`src/rtl/ysyx_lsu_pkg.sv`:
```
// Shared types for the load/store unit: store-queue entry layout, size codes
// and the drain FSM state encoding.
package ysyx_lsu_pkg;

    localparam int XLEN = 32;

    localparam logic [4:0] SQ_SB = 5'd0;
    localparam logic [4:0] SQ_SH = 5'd1;
    localparam logic [4:0] SQ_SW = 5'd2;

    typedef struct packed {
        logic            valid;
        logic [4:0]      alu;
        logic [XLEN-1:0] addr;
        logic [XLEN-1:0] data;
        logic [XLEN-1:0] pc;
    } sq_entry_t;

    typedef enum logic {
        SQ_IDLE,
        SQ_BUSY
    } sq_state_e;

endpackage

```
`src/rtl/ysyx_lsu_sq_lane.sv`:
```
// Byte-lane formation for a 32-bit bus: turns size code + byte address + LSB-aligned
// data into a word address, lane-shifted data and byte strobes.
module ysyx_lsu_sq_lane
    import ysyx_lsu_pkg::*;
(
    input  logic [4:0]      alu,
    input  logic [XLEN-1:0] addr,
    input  logic [XLEN-1:0] data,
    output logic [XLEN-1:0] awaddr,
    output logic [XLEN-1:0] wdata,
    output logic [7:0]      wstrb,
    output logic            misaligned
);

    logic [1:0] off;
    logic [4:0] shamt;

    assign off   = addr[1:0];
    assign shamt = {off, 3'b000};

    always_comb begin
        awaddr     = {addr[XLEN-1:2], 2'b00};
        wdata      = data;
        wstrb      = 8'h00;
        misaligned = 1'b0;
        case (alu)
            SQ_SB: begin
                wstrb = 8'h01 << off;
                wdata = {{(XLEN-8){1'b0}}, data[7:0]} << shamt;
            end
            SQ_SH: begin
                wstrb      = 8'h03 << off;
                wdata      = {{(XLEN-16){1'b0}}, data[15:0]} << shamt;
                misaligned = off[0];
            end
            SQ_SW: begin
                wstrb      = 8'h0f;
                misaligned = (off != 2'b00);
            end
            // unknown size codes issue no strobes and are flagged
            default: misaligned = 1'b1;
        endcase
    end

endmodule

```
`src/rtl/ysyx_lsu_sq.sv`:
```
// Committed-store queue: buffers retired stores in order and drains them one at a
// time on the aw/w channel, flagging word-address conflicts for younger loads.
//
//   state   | meaning
//   SQ_IDLE | no bus transfer in flight; loads head entry when queue non-empty
//   SQ_BUSY | head entry presented on aw/w, waiting for wready
module ysyx_lsu_sq
    import ysyx_lsu_pkg::*;
#(
    parameter int SQ_SIZE = 4
) (
    input  logic            clock,
    input  logic            reset,
    input  logic            rou_valid,
    input  logic            rou_store,
    input  logic [4:0]      rou_alu,
    input  logic [XLEN-1:0] rou_sq_waddr,
    input  logic [XLEN-1:0] rou_sq_wdata,
    input  logic [XLEN-1:0] rou_pc,
    output logic            sq_ready,
    output logic            sq_empty,
    output logic            awvalid,
    output logic [XLEN-1:0] awaddr,
    output logic            wvalid,
    output logic [XLEN-1:0] wdata,
    output logic [7:0]      wstrb,
    input  logic            wready,
    input  logic [XLEN-1:0] ld_addr,
    output logic            ld_conflict
);

    localparam int PW = $clog2(SQ_SIZE);
    localparam int CW = PW + 1;
    localparam logic [CW-1:0] FULL = CW'(SQ_SIZE);

    sq_entry_t       entries [SQ_SIZE];
    logic [PW-1:0]   head, tail;
    logic [CW-1:0]   count;
    sq_state_e       state, state_nxt;
    logic            enq, pop, load;
    logic [XLEN-1:0] lane_addr, lane_data;
    logic [7:0]      lane_strb;
    logic            lane_bad;
    logic            unused_bits;

    // ready is based on the registered count, so a full queue refuses even while popping
    assign sq_ready = (count != FULL);
    assign sq_empty = (count == '0) && (state == SQ_IDLE);
    assign enq      = rou_valid & rou_store & sq_ready;
    assign load     = (state == SQ_IDLE) && (count != '0);
    assign pop      = (state == SQ_BUSY) && wready;
    assign wvalid   = awvalid;

    always_ff @(posedge clock or posedge reset) begin
        if (reset) state <= SQ_IDLE;
        else       state <= state_nxt;
    end

    always_comb begin
        state_nxt = state;
        case (state)
            SQ_IDLE: if (count != '0) state_nxt = SQ_BUSY;
            SQ_BUSY: if (wready)      state_nxt = SQ_IDLE;
            default:                  state_nxt = SQ_IDLE;
        endcase
    end

    always_ff @(posedge clock or posedge reset) begin
        if (reset) begin
            head  <= '0;
            tail  <= '0;
            count <= '0;
        end else begin
            if (enq) tail <= tail + 1'b1;
            if (pop) head <= head + 1'b1;
            case ({enq, pop})
                2'b10:   count <= count + 1'b1;
                2'b01:   count <= count - 1'b1;
                default: ;
            endcase
        end
    end

    // tail==head with a live head entry only when full, and enq is blocked then
    always_ff @(posedge clock or posedge reset) begin
        if (reset) begin
            for (int i = 0; i < SQ_SIZE; i++) entries[i] <= '0;
        end else begin
            if (enq) entries[tail] <= '{valid: 1'b1, alu: rou_alu, addr: rou_sq_waddr,
                                        data: rou_sq_wdata, pc: rou_pc};
            if (pop) entries[head].valid <= 1'b0;
        end
    end

    ysyx_lsu_sq_lane u_lane (
        .alu        (entries[head].alu),
        .addr       (entries[head].addr),
        .data       (entries[head].data),
        .awaddr     (lane_addr),
        .wdata      (lane_data),
        .wstrb      (lane_strb),
        .misaligned (lane_bad)
    );

    always_ff @(posedge clock or posedge reset) begin
        if (reset) begin
            awvalid <= 1'b0;
            awaddr  <= '0;
            wdata   <= '0;
            wstrb   <= '0;
        end else if (load) begin
            awvalid <= 1'b1;
            awaddr  <= lane_addr;
            wdata   <= lane_data;
            wstrb   <= lane_strb;
        end else if (pop) begin
            awvalid <= 1'b0;
        end
    end

    // the BUSY entry stays valid until its wready edge, so it keeps blocking loads
    always_comb begin
        ld_conflict = 1'b0;
        for (int i = 0; i < SQ_SIZE; i++) begin
            if (entries[i].valid && (entries[i].addr[XLEN-1:2] == ld_addr[XLEN-1:2]))
                ld_conflict = 1'b1;
        end
    end

    always_comb begin
        unused_bits = ^ld_addr[1:0];
        for (int i = 0; i < SQ_SIZE; i++) unused_bits = unused_bits ^ (^entries[i].pc);
    end

    a_lane_aligned: assert property (@(posedge clock) disable iff (reset) load |-> !lane_bad);

endmodule
```
`config.mk`:
```
export PLATFORM = sky130hd
export DESIGN_NAME = ysyx_lsu_sq
export DESIGN_NICKNAME = d
export VERILOG_FILES = /design/src/rtl/ysyx_lsu_pkg.sv /design/src/rtl/ysyx_lsu_sq_lane.sv /design/src/rtl/ysyx_lsu_sq.sv
export SDC_FILE = /design/constraint.sdc
export NUM_CORES = 1
export LEC_CHECK = 0
export ABC_AREA = 0
export BUFFER_PORTS_ARGS = -buffer_cell sky130_fd_sc_hd__clkbuf_2
export CORE_MARGIN = 2
export CORE_UTILIZATION = 50
export CTS_CLUSTER_DIAMETER = 40
export DETAILED_ROUTE_END_ITERATION = 7
export GPL_TIMING_DRIVEN = 1
export PLACE_DENSITY_LB_ADDON = 0.15
export SKIP_CTS_REPAIR_TIMING = 1
export SKIP_LAST_GASP = 1
export SYNTH_ARGS = -nofsm -noshare
export SYNTH_HDL_FRONTEND = slang
export SYNTH_SLANG_ARGS = --single-unit
```
`constraint.sdc`:
```
create_clock -name clock -period 13.8 [get_ports clock]
set_clock_uncertainty 0.1 [all_clocks]
set_input_delay 2.07 -clock clock [delete_from_list [all_inputs] [get_ports clock]]
set_output_delay 2.07 -clock clock [all_outputs]
set_load 0.03 [all_outputs]
```
* Yosys cells after proc, flatten, opt, wreduce, memory -nomap -nowiden
Cells that the tools add are included.
** Word-level totals
- Output and inout bits :: 77
- Word-level logic and storage cells :: 91
- Bits of input ports :: 138
- Register bits after elaboration :: 487
** Operators by class
- Bitwise logic cells :: 5
- Mux-type cells :: 23
- Add/subtract/negate cells :: 4
- Magnitude comparators :: 4
- Reductions and logical operators :: 14
- Equal/unequal tests :: 9
- Shift operators :: 4
** Operators by type and width (count)
- $bwmux 408 :: 2
- $mux 408 :: 2
- $demux 102 s2 :: 2
- $bmux 102 s2 :: 1
- $mux 102 :: 2
- $mux 101 :: 2
- $eq 30x30->1 :: 4
- $pmux 32 s2 :: 1
- $shl 16x5->32 :: 1
- $shl 8x5->32 :: 1
- $pmux 8 s3 :: 1
- $logic_and 1x1->1 :: 9
- $mux 1 :: 8
- $shl 1x2->8 const A :: 1
- $shl 2x2->8 const A :: 1
- $ge 3x3->1 const B :: 2
- $lt 3x1->1 const B :: 2
- $not 2->3 :: 2
- $pmux 3 s2 :: 1
- $eq 5x1->1 const B :: 1
- $eq 5x2->1 const B :: 1
- $logic_not 5->1 :: 1
- $add 2x1->2 const B :: 2
- $reduce_bool 2->1 :: 2
- other kinds (10) :: 11

* Logic depth before layout (Yosys ltp)
Gate-level depths: netlist (run 1).
- Depth after elaboration :: 9
- Depth in mapped cells :: 11
- Depth with buffers taken out :: 10

* Hierarchy
From an unflattened synthesis (run 1), not the netlist that was laid out.
** Unflattened totals
- Cell total of the unflattened synthesis :: 1196
- Area, all modules :: 17488.0 sq um
** By module, submodules not included
- ysyx_lsu_sq :: seq. area each 9033.7 sq um, area each 16610.9 sq um, cells each 1059, instances 1
- ysyx_lsu_sq_lane :: seq. area each 0.0 sq um, area each 877.1 sq um, cells each 137, instances 1

* Least setup slack after synthesis (run 1)
Ideal clock, no wire load.
- Kind :: input -> output
- Start point :: in ld_addr[6]
- End point :: out ld_conflict
- Setup slack :: 8475 ps
- Buffers on the path :: 1
- Required time :: 11630 ps
- Arrival :: 3155 ps
- Cell stages on the path :: 6
- Path through :: clkbuf_1 -> xnor2_1 -> nand4_1 -> nor4_1 -> nand4_1 -> nand4_1
** Between the ends
- Longest elaborated chain between the ends :: 6
- Elaborated cells on any way between the ends :: 12
- Those cells by class :: eq/ne: 4; mux: 4; reduce/logical: 4
** RTL lines
- from (decl) :: line ysyx_lsu_sq.sv:28 : input logic [XLEN-1:0] ld_addr,
- $eq 30x30->1 :: line ysyx_lsu_sq.sv:125 : if (entries[i].valid && (entries[i].addr[XLEN-1:2] == ld_addr[XLEN-1:2]))
- $logic_and 1x1->1 :: line ysyx_lsu_sq.sv:125
- $mux 1 (3 in series) :: line ysyx_lsu_sq.sv:125
- $mux 1 (*) :: line ysyx_lsu_sq.sv:125
- to (decl) :: line ysyx_lsu_sq.sv:29 : output logic ld_conflict
Mark *: on every way between the ends. The rest lies on a longest branch, timed or not.

* Worst setup path after layout (run 1)
- Start point :: in ld_addr[18]
- End point :: out ld_conflict
The elaborated chain is that of the path after synthesis.

==> results.py, run 1 <==
metrics = {
    "outcome": {
        "outcome": "completed",
    },
    "cells_and_area": {
        "syn_to_final_growth_pct": 17.0,
        "nets": 1546,
        "layout-drive-gt1-share_pct": 43.8,
        "design_area_um2": 19700,
        "regArea_um2": 8920,
        "diodes": 0,
        "multi_input_area_um2": 7490,
        "n_fill_cell": 2799,
        "fin_cells": 1885,
        "final_util_pct": 59.0,
    },
    "die": {
        "start_util_pct": 50.5,
        "fp.coreArea_um2": 33400,
        "die_h_um": 188,
        "dieArea_um2": 35200,
        "rows": 67,
        "die_w_um": 188,
        "ioPinCount": 215,
    },
    "yosys": {
        "synth_xor_area_share_pct": 6.50,
        "ys_ff_latch": 356,
        "netlist.area_leader.share_pct": 52.9,
        "synth_compound_area_share_pct": 3.72,
        "netlist_area_um2": 16800,
        "ys_async_sr_fraction_pct": 100,
        "syn_area_per_cell_um2": 13.5,
        "synth_common_cells": "dfrtp_1, mux2_2, nand2_1",
        "synth_top_cell_by_area": "dfrtp_1",
        "synth_mux_area_share_pct": 27.3,
        "syn_inst": 1244,
        "synth_seq_area_share_pct": 52.9,
        "yosys_most_used_dff": "dfrtp_1",
        "synth_edf_count": 0,
        "yosysUniqueCellTypes": 45,
        "synth_top_family_by_area": "multiplexers",
        "synth_adder_area_share_pct": 0.788,
        "yosysMostFrequentCell": "dfrtp_1",
        "synth.area.top_cells": "dfrtp_1, mux2_2, mux4_2, xnor2_1, nand2_1",
        "ys_warn_count": 0,
        "synth_simple_gate_area_share_pct": 5.89,
    },
    "setup_path": {
        "r2r_slack_ns": 10.12,
        "r2r-end": "wstrb[0]$_DFFE_PP0P_",
        "reg2regPathDepth": 6,
        "regToRegStartpoint": "head[1]$_DFFE_PP0N_",
        "worstPathArrival_ns": 3.76,
        "crit_path_end_kind": "output pin",
        "crit_type": "in2out",
        "cp_max_fo": 4,
        "cp.required_ns": 11.63,
        "startpoint_type": "input pin",
    },
    "drt": {
        "drc": 0,
        "via_per_inst": 5.64,
        "vias": 10630,
        "wirelength_um": 42200,
        "dr.pass1.iters": 5,
        "wl_per_cell_um": 22.4,
        "drt_iter0_markers": 775,
        "postRouteAntennaNets": 0,
    },
    "power_and_ir_drop": {
        "leakage_nw": 8.79,
        "intPower_mw": 3.36,
        "combPwrFrac_pct": 38.6,
        "vdd_drop_max_mv": 0.208,
        "power_frac_seq_pct": 37.1,
        "cellPowerDensity_nw_per_um2": 268,
        "clkPwrFrac_pct": 24.3,
        "p_switching_mw": 1.93,
        "p_total_mw": 5.29,
        "sw_frac_of_total_pct": 36.4,
    },
    "sta": {
        "drv_slew": 0,
        "setup_violations": 0,
        "fin_crit_ns": 5.93,
        "finalWorstSetupSlack_ns": 7.87,
        "max_freq_ghz": 0.169,
        "holdWs_ns": 0.367,
        "setup_tns_ns": 0,
        "hold_viol": 0,
        "worst_pin_slew_ns": 0.992,
        "rsz0062_at_grt": "false",
        "period_share_pct": 43.0,
        "worst_slew_margin_rel_pct": 33.9,
    },
    "clock_network": {
        "cts_tree": "built",
        "cts_buffer_depth": 3,
        "clock_sinks": 356,
        "clk_pin_slew_ns": 0.05,
        "cts_root_buffer": "clkbuf_16",
        "cts_max_level": 2,
        "cts_buffers": 52,
        "insertion_delay_ns": 0.57,
    },
    "global_routing": {
        "track_usage_pct": 24.7,
        "grt_pass1_wl_um": 66400,
        "grt-ovfl-total": 0,
        "grt_max_degree": 182,
        "grt_pass1_vias": 11186,
        "grt_antenna_before_repair": 1,
    },
    "place": {
        "place_ws_ns": 7.80,
        "dp_hpwl_um": 27500,
        "place_congestion": 0.868,
        "placed_cell_area_um2": 18000,
        "placement.io_buffers": 175,
        "dpl.cell_count": 1792,
    },
    "hold_path": {
        "min-delay-path-class": "reg2reg",
        "hp-start": "awaddr[10]$_DFFE_PP0P_",
        "holdPathStages": 2,
        "min_to": "awaddr[10]$_DFFE_PP0P_",
    },
    "job": {
        "max_cap_viol_count": 0,
    },
}
final cells by class:
class / instances / share of cell area [%]
clock inverters: 29 / 1.59
multi-input cells: 790 / 38.0
repair buffers: 187 / 4.97
well taps: 448 / 2.85
inverters: 11 / 0.248
clock buffers: 64 / 7.04
flip-flops and latches: 356 / 45.3
cell families (layout without fill, tap and decap cells):
kind of cell	after synthesis	count (layout)
buffers and inverters	102	291
other	1	5
flip-flops	356	356
AO/OA/AOI/OAI	93	93
XOR/XNOR	125	125
AND/OR/NAND/NOR	213	213
adder cells (fa/ha/maj)	10	10
multiplexers	344	344
worst max path at each step:
stage | startpoint | to | slack, ns | cells past startpoint
floorplan | reset | awaddr[10]$_DFFE_PP0P_ | 1.75 | 1
global placement | ld_addr[18] | ld_conflict | 7.79 | 7
detailed placement | ld_addr[18] | ld_conflict | 7.80 | 7
CTS | ld_addr[18] | ld_conflict | 7.79 | 7
global route | ld_addr[28] | ld_conflict | 7.77 | 7
finish | ld_addr[18] | ld_conflict | 7.87 | 7
cell usage in the layout, fill, tap and decap left out, types with 2 or more instances in the layout:
cell,netlist,final
inv_6,0,3
and3_1,2,2
xor2_1,46,46
nor2_1,23,22
conb_1,1,5
clkinv_2,0,13
xnor2_1,79,79
a22o_1,15,15
mux2i_1,4,4
clkbuf_1,34,8
nor2b_1,2,2
bufinv_16,0,5
nand2_1,112,108
mux2_2,276,276
clkinv_4,0,3
nand2_4,0,4
buf_4,17,11
nor4_1,17,17
nor4b_2,2,2
a221oi_1,8,8
o22a_1,4,4
ha_1,9,9
o21ai_0,15,15
nor3_1,5,5
dfrtp_1,356,354
inv_1,11,10
clkbuf_16,0,52
clkbuf_2,0,175
nand4_1,26,26
dfrtp_4,0,2
a21oi_1,38,38
o21ai_1,4,4
clkbuf_8,0,4
nand3_1,18,18
mux4_2,64,64
clkinvlp_4,0,4
power groups by stage:
stage	Combinational [mW]	Sequential [mW]	Clock (mW)
3_3_place_gp	2.03	1.95	0
5_1_grt	2.20	2.03	1.36
6_report	2.04	1.96	1.29
4_1_cts	2.06	1.96	1.31
3_5_place_dp	2.05	1.97	0
2_1_floorplan	1.43	2.01	0
registers in the layout, indices dropped and copies added (netlist names):
name	count
tail	2
count	3
state	1
awaddr	30
wstrb	5
head	2
wdata	32
entries	280
awvalid	1
critical path: stages:
cell	delay, ns
clkbuf_2	0.14
xnor2_1	0.38
nand4_1	0.21
nor4_1	0.44
nand4_1	0.13
nand4_1	0.15
clkbuf_2	0.23
metal layers:
layer  wire length [um]  GRT usage [%]  vias up
met5                 12              0        -
met3               2540           4.96       81
met1              17700           32.4     5464
met4               1310           8.51        2
li1                   -              -     4773
met2              20700           41.1      310
Note: power is estimated with default switching activity, not from simulation.
==> run 2, diff against run 1 <==
==> constraint.sdc (replaced) <==
create_clock -name clock -period 6.1 [get_ports clock]
set_clock_uncertainty 0.1 [all_clocks]
set_input_delay 0.915 -clock clock [delete_from_list [all_inputs] [get_ports clock]]
set_output_delay 0.915 -clock clock [all_outputs]
set_load 0.03 [all_outputs]
==> run 2 against run 1 <==
Effect of this change:
- critical path depth unchanged
- die area unchanged
- first-iteration DRC count is 15% lower
- largest power group unchanged
- sequential cell count did not move
- combinational power rose by 130%
- power rose by 130%
- register-to-register slack worse by 7.0 ns
==> results.py, run 2 (synthesis results as in run 1) <==
metrics = {
    "cells_and_area": {
        "syn_to_final_growth_pct": 18.4,
        "top_register": "entries",
        "largest_register_ffs": 280,
        "nets": 1551,
        "final_util_pct": 59.8,
        "final_cell_mix": "dfrtp_1, mux2_2, clkbuf_2",
        "top_regs": "entries (280), wdata (32), awaddr (30)",
        "n_fill_cell": 2778,
        "layout_commonest_cell": "dfrtp_1",
        "layout-drive-gt1-share_pct": 44.6,
    },
    "drt": {
        "drt_iter0_markers": 656,
        "dr.pass1.iters": 7,
        "postRouteAntennaNets": 0,
        "wirelength_um": 42900,
        "vias": 10746,
        "wl_per_cell_um": 22.6,
        "drc": 0,
        "via_per_inst": 5.66,
    },
    "clock_network": {
        "cts_root_buffer": "clkbuf_16",
        "cts_buffers": 54,
        "clock_sinks": 356,
        "insertion_delay_ns": 0.59,
        "cts_tree": "built",
        "cts_max_level": 2,
        "cts_buffer_depth": 3,
        "clk_pin_slew_ns": 0.05,
    },
    "sta": {
        "hold_viol": 0,
        "setup_tns_ns": 0,
        "worst_slew_margin_rel_pct": 16.5,
        "period_share_pct": 60.6,
        "fin_crit_ns": 3.70,
        "holdWs_ns": 0.309,
        "rsz0062_at_grt": "false",
        "setup_violations": 0,
        "drv_slew": 0,
        "worst_pin_slew_ns": 1.25,
        "max_freq_ghz": 0.270,
    },
    "setup_path": {
        "crit_type": "in2out",
        "startpoint_type": "input pin",
        "r2r_slack_ns": 3.09,
        "reg2regPathDepth": 4,
        "r2r-end": "wdata[20]$_DFFE_PP0P_",
        "crit_path_end_kind": "output pin",
        "cp.required_ns": 5.08,
        "worstPathArrival_ns": 2.68,
        "crit_end": "ld_conflict",
        "critical_path.slowest_cell": "nor4_1",
        "cp_cell_sequence": "clkbuf_2 > xnor2_1 > nand4_1 > nor4_1 > nand4_1 > nand4_1 > clkbuf_2",
        "cp_max_fo": 4,
        "regToRegStartpoint": "head[1]$_DFFE_PP0N_",
        "crit_top_cell": "nand4_1",
        "slowest_delay_ns": 0.44,
        "startpoint": "ld_addr[18]",
    },
    "global_routing": {
        "grt_max_degree": 156,
        "track_usage_pct": 25.1,
        "grt-ovfl-total": 0,
        "grt_antenna_before_repair": 4,
        "grt_pass1_wl_um": 67500,
        "grt_pass1_vias": 11396,
    },
    "place": {
        "dp_hpwl_um": 28000,
        "placement.io_buffers": 175,
        "place_congestion": 0.883,
    },
    "power_and_ir_drop": {
        "leakage_nw": 8.90,
        "p_total_mw": 12.3,
        "cellPowerDensity_nw_per_um2": 618,
        "vdd_drop_max_mv": 0.349,
    },
    "die": {
        "die_w_um": 188,
        "dieArea_um2": 35200,
        "rows": 67,
        "fp.coreArea_um2": 33400,
        "die_h_um": 188,
        "ioPinCount": 215,
        "start_util_pct": 50.5,
    },
    "job": {
        "max_cap_viol_count": 0,
    },
    "outcome": {
        "outcome": "completed",
    },
    "hold_path": {
        "min-delay-path-class": "in2async",
    },
}
## run 2: worst max-delay path: cells and delay by family
family                    cells  cell delay, ns
xor gates and xnor gates      1            0.42
buffers and inverters         2            0.38
and+or+nand+nor               4            0.96
## run 2: stage by stage
step	worst slack [ns]	instances	instance area, um2
4_1_cts	2.46	1897	19900
3_5_place_dp	2.48	1795	18000
3_3_place_gp	2.47	1795	18000
6_report	2.40	1899	19900
2_1_floorplan	0.315	1248	16900
5_1_grt	2.33	1897	19900
## run 2: metal layers
layer,up-vias,wire (um),track usage (%)
li1,4797,-,-
met1,5548,17900,32.8
met2,313,21200,41.9
met3,84,2510,5.15
met4,4,1300,8.87
met5,-,28,0
## run 2: how the worst min path moves through the flow
stage | from | end | slack, ns | depth (start not counted)
6_report | reset | entries[248]$_DFFE_PP0P_ | 0.31 | 3
5_1_grt | reset | entries[44]$_DFFE_PP0P_ | 0.33 | 3
4_1_cts | reset | entries[248]$_DFFE_PP0P_ | 0.30 | 3
3_5_place_dp | awaddr[7]$_DFFE_PP0P_ | awaddr[7]$_DFFE_PP0P_ | 0.36 | 2
3_3_place_gp | awaddr[7]$_DFFE_PP0P_ | awaddr[7]$_DFFE_PP0P_ | 0.36 | 2
2_1_floorplan | entries[98]$_DFFE_PP0P_ | entries[98]$_DFFE_PP0P_ | 0.37 | 1
## run 2: area by class of cell
cell class | instances | area [um2] | share of cell area, %
well taps | 448 | 561 | 2.81
inverters | 11 | 45.0 | 0.226
diodes | 2 | 5.00 | 0.0251
multi-input cells | 790 | 7490 | 37.6
repair buffers | 190 | 1000 | 5.02
clock inverters | 39 | 469 | 2.35
flip-flops and latches | 356 | 8920 | 44.7
clock buffers | 63 | 1450 | 7.26
## run 2: report_power, final
part	total, mW	switching [mW]	leakage [nW]	internal (mW)
sequential	4.48	0.933	4.31	3.55
combinational	4.60	2.37	3.65	2.23
clock	3.24	1.18	0.941	2.06
total	12.3	4.48	8.90	7.84
==> run 3, diff against run 2 <==
==> constraint.sdc (replaced) <==
create_clock -name clock -period 3.6 [get_ports clock]
set_clock_uncertainty 0.1 [all_clocks]
set_input_delay 0.54 -clock clock [delete_from_list [all_inputs] [get_ports clock]]
set_output_delay 0.54 -clock clock [all_outputs]
set_load 0.03 [all_outputs]
==> run 3 against run 2 <==
Effect of this change:
- worst setup slack got worse by 1.9 ns
- highest routed layer unchanged
- non-clock buffer count rose by 10
- largest cell class unchanged
- combinational power rose by 76%
- clock power rose by 60%
- sequential cell count did not move
- first-iteration DRC count rose by 4.1%
- via count fell by 1.2%
- cell count barely moved
- critical path depth fell by 1
- sequential power rose by 65%
==> results.py, run 3 (synthesis results as in run 1) <==
metrics = {
    "setup_path": {
        "r2r_slack_ns": 0.94,
        "cp.required_ns": 2.96,
        "crit_type": "reg2out",
        "startpoint_type": "register",
        "reg2regPathDepth": 7,
        "cp_max_fo": 3,
        "r2r-end": "wdata[16]$_DFFE_PP0P_",
        "worstPathArrival_ns": 2.49,
        "crit_path_end_kind": "output pin",
        "crit_end": "ld_conflict",
        "startpoint": "entries[379]$_DFFE_PP0P_",
        "regToRegStartpoint": "head[1]$_DFFE_PP0N_",
    },
    "clock_network": {
        "insertion_delay_ns": 0.59,
        "cts_buffers": 51,
        "clk_pin_slew_ns": 0.06,
        "cts_max_level": 2,
        "cts_tree": "built",
        "cts_buffer_depth": 3,
        "clock_sinks": 356,
        "cts_root_buffer": "clkbuf_16",
    },
    "drt": {
        "drt_iter0_markers": 683,
        "postRouteAntennaNets": 0,
        "vias": 10614,
        "dr.pass1.iters": 5,
        "drc": 0,
        "wirelength_um": 43100,
        "via_per_inst": 5.59,
        "wl_per_cell_um": 22.7,
    },
    "sta": {
        "rsz0062_at_grt": "false",
        "worst_slew_margin_rel_pct": 40.0,
        "period_share_pct": 87.0,
        "setup_violations": 0,
        "fin_crit_ns": 3.13,
        "hold_viol": 0,
        "max_freq_ghz": 0.319,
        "finalWorstSetupSlack_ns": 0.469,
        "worst_pin_slew_ns": 0.901,
        "drv_slew": 0,
        "holdWs_ns": 0.132,
    },
    "die": {
        "dieArea_um2": 35200,
        "ioPinCount": 215,
        "fp.coreArea_um2": 33400,
        "rows": 67,
        "die_h_um": 188,
        "die_w_um": 188,
        "start_util_pct": 50.5,
    },
    "power_and_ir_drop": {
        "p_total_mw": 20.7,
        "leakage_nw": 8.91,
        "vdd_drop_max_mv": 0.608,
        "cellPowerDensity_nw_per_um2": 1040,
    },
    "cells_and_area": {
        "syn_to_final_growth_pct": 18.6,
        "final_cell_mix": "dfrtp_1, mux2_2, clkbuf_2",
        "largest_register_ffs": 280,
        "top_register": "entries",
        "layout-drive-gt1-share_pct": 44.8,
        "nets": 1558,
        "top_regs": "entries (280), wdata (32), awaddr (30)",
        "fin_cells": 1900,
        "diodes": 0,
        "layout_commonest_cell": "dfrtp_1",
    },
    "global_routing": {
        "grt_max_degree": 102,
        "grt_pass1_vias": 11363,
        "grt_antenna_before_repair": 4,
        "track_usage_pct": 25.2,
        "grt-ovfl-total": 0,
        "grt_pass1_wl_um": 67500,
    },
    "place": {
        "place_congestion": 0.872,
        "place_ws_ns": 0.791,
        "placement.io_buffers": 175,
        "dpl.cell_count": 1804,
        "dp_hpwl_um": 29100,
    },
    "outcome": {
        "outcome": "completed",
    },
    "job": {
        "max_cap_viol_count": 0,
    },
    "hold_path": {
        "min-delay-path-class": "in2reg",
    },
}
[run 3: stage by stage]
| stage | area, um2 | TNS (ns) | utilization, % |
|---|---|---|---|
| final | 20000 | 0 | 59.8 |
| after global routing | 20000 | 0 | 59.8 |
| after global placement | 18200 | 0 | 54.4 |
| after CTS | 20000 | 0 | 59.8 |
| after floorplan | 16900 | -644.48 | - |
| after detailed placement | 18200 | 0 | 54.4 |
[run 3: how the worst min path moves through the flow]
stage | start | to | cells past startpoint
3_5_place_dp | awaddr[7]$_DFFE_PP0P_ | awaddr[7]$_DFFE_PP0P_ | 2
4_1_cts | reset | entries[142]$_DFFE_PP0P_ | 2
5_1_grt | rou_sq_wdata[25] | entries[159]$_DFFE_PP0P_ | 2
2_1_floorplan | entries[98]$_DFFE_PP0P_ | entries[98]$_DFFE_PP0P_ | 1
6_report | rou_sq_waddr[26] | entries[192]$_DFFE_PP0P_ | 2
3_3_place_gp | awaddr[10]$_DFFE_PP0P_ | awaddr[10]$_DFFE_PP0P_ | 2
[run 3: layout make-up]
cell class	instances	area, um2
Clock buffer	59	1380
Clock inverter	36	423
Fill cell	2745	13400
Inverter	11	45.0
Multi-Input combinational cell	790	7490
Sequential cell	356	8920
Tap cell	448	561
Timing Repair Buffer	200	1150
[run 3: per-layer routing]
metal | global-route usage (%) | part of all wire, % | vias to the layer above
li1 | - | - | 4805
met1 | 33.0 | 42 | 5441
met2 | 41.4 | 49 | 290
met3 | 6.25 | 6.1 | 72
met4 | 8.39 | 2.7 | 6
met5 | 0 | 0.098 | -
[run 3: worst max-delay path, stage by stage, from the launching register on]
cell	delay, ns
dfrtp_1	0.39
xnor2_1	0.43
nand4_1	0.23
nor4_1	0.34
nand4_1	0.12
nand4_1	0.17
clkbuf_2	0.23
[run 3: power by group]
| part | internal, mW | switching, mW | leakage [nW] |
|---|---|---|---|
| Combinational | 3.85 | 4.24 | 3.73 |
| Clock | 3.22 | 1.96 | 0.864 |
| Sequential | 6.01 | 1.40 | 4.31 |
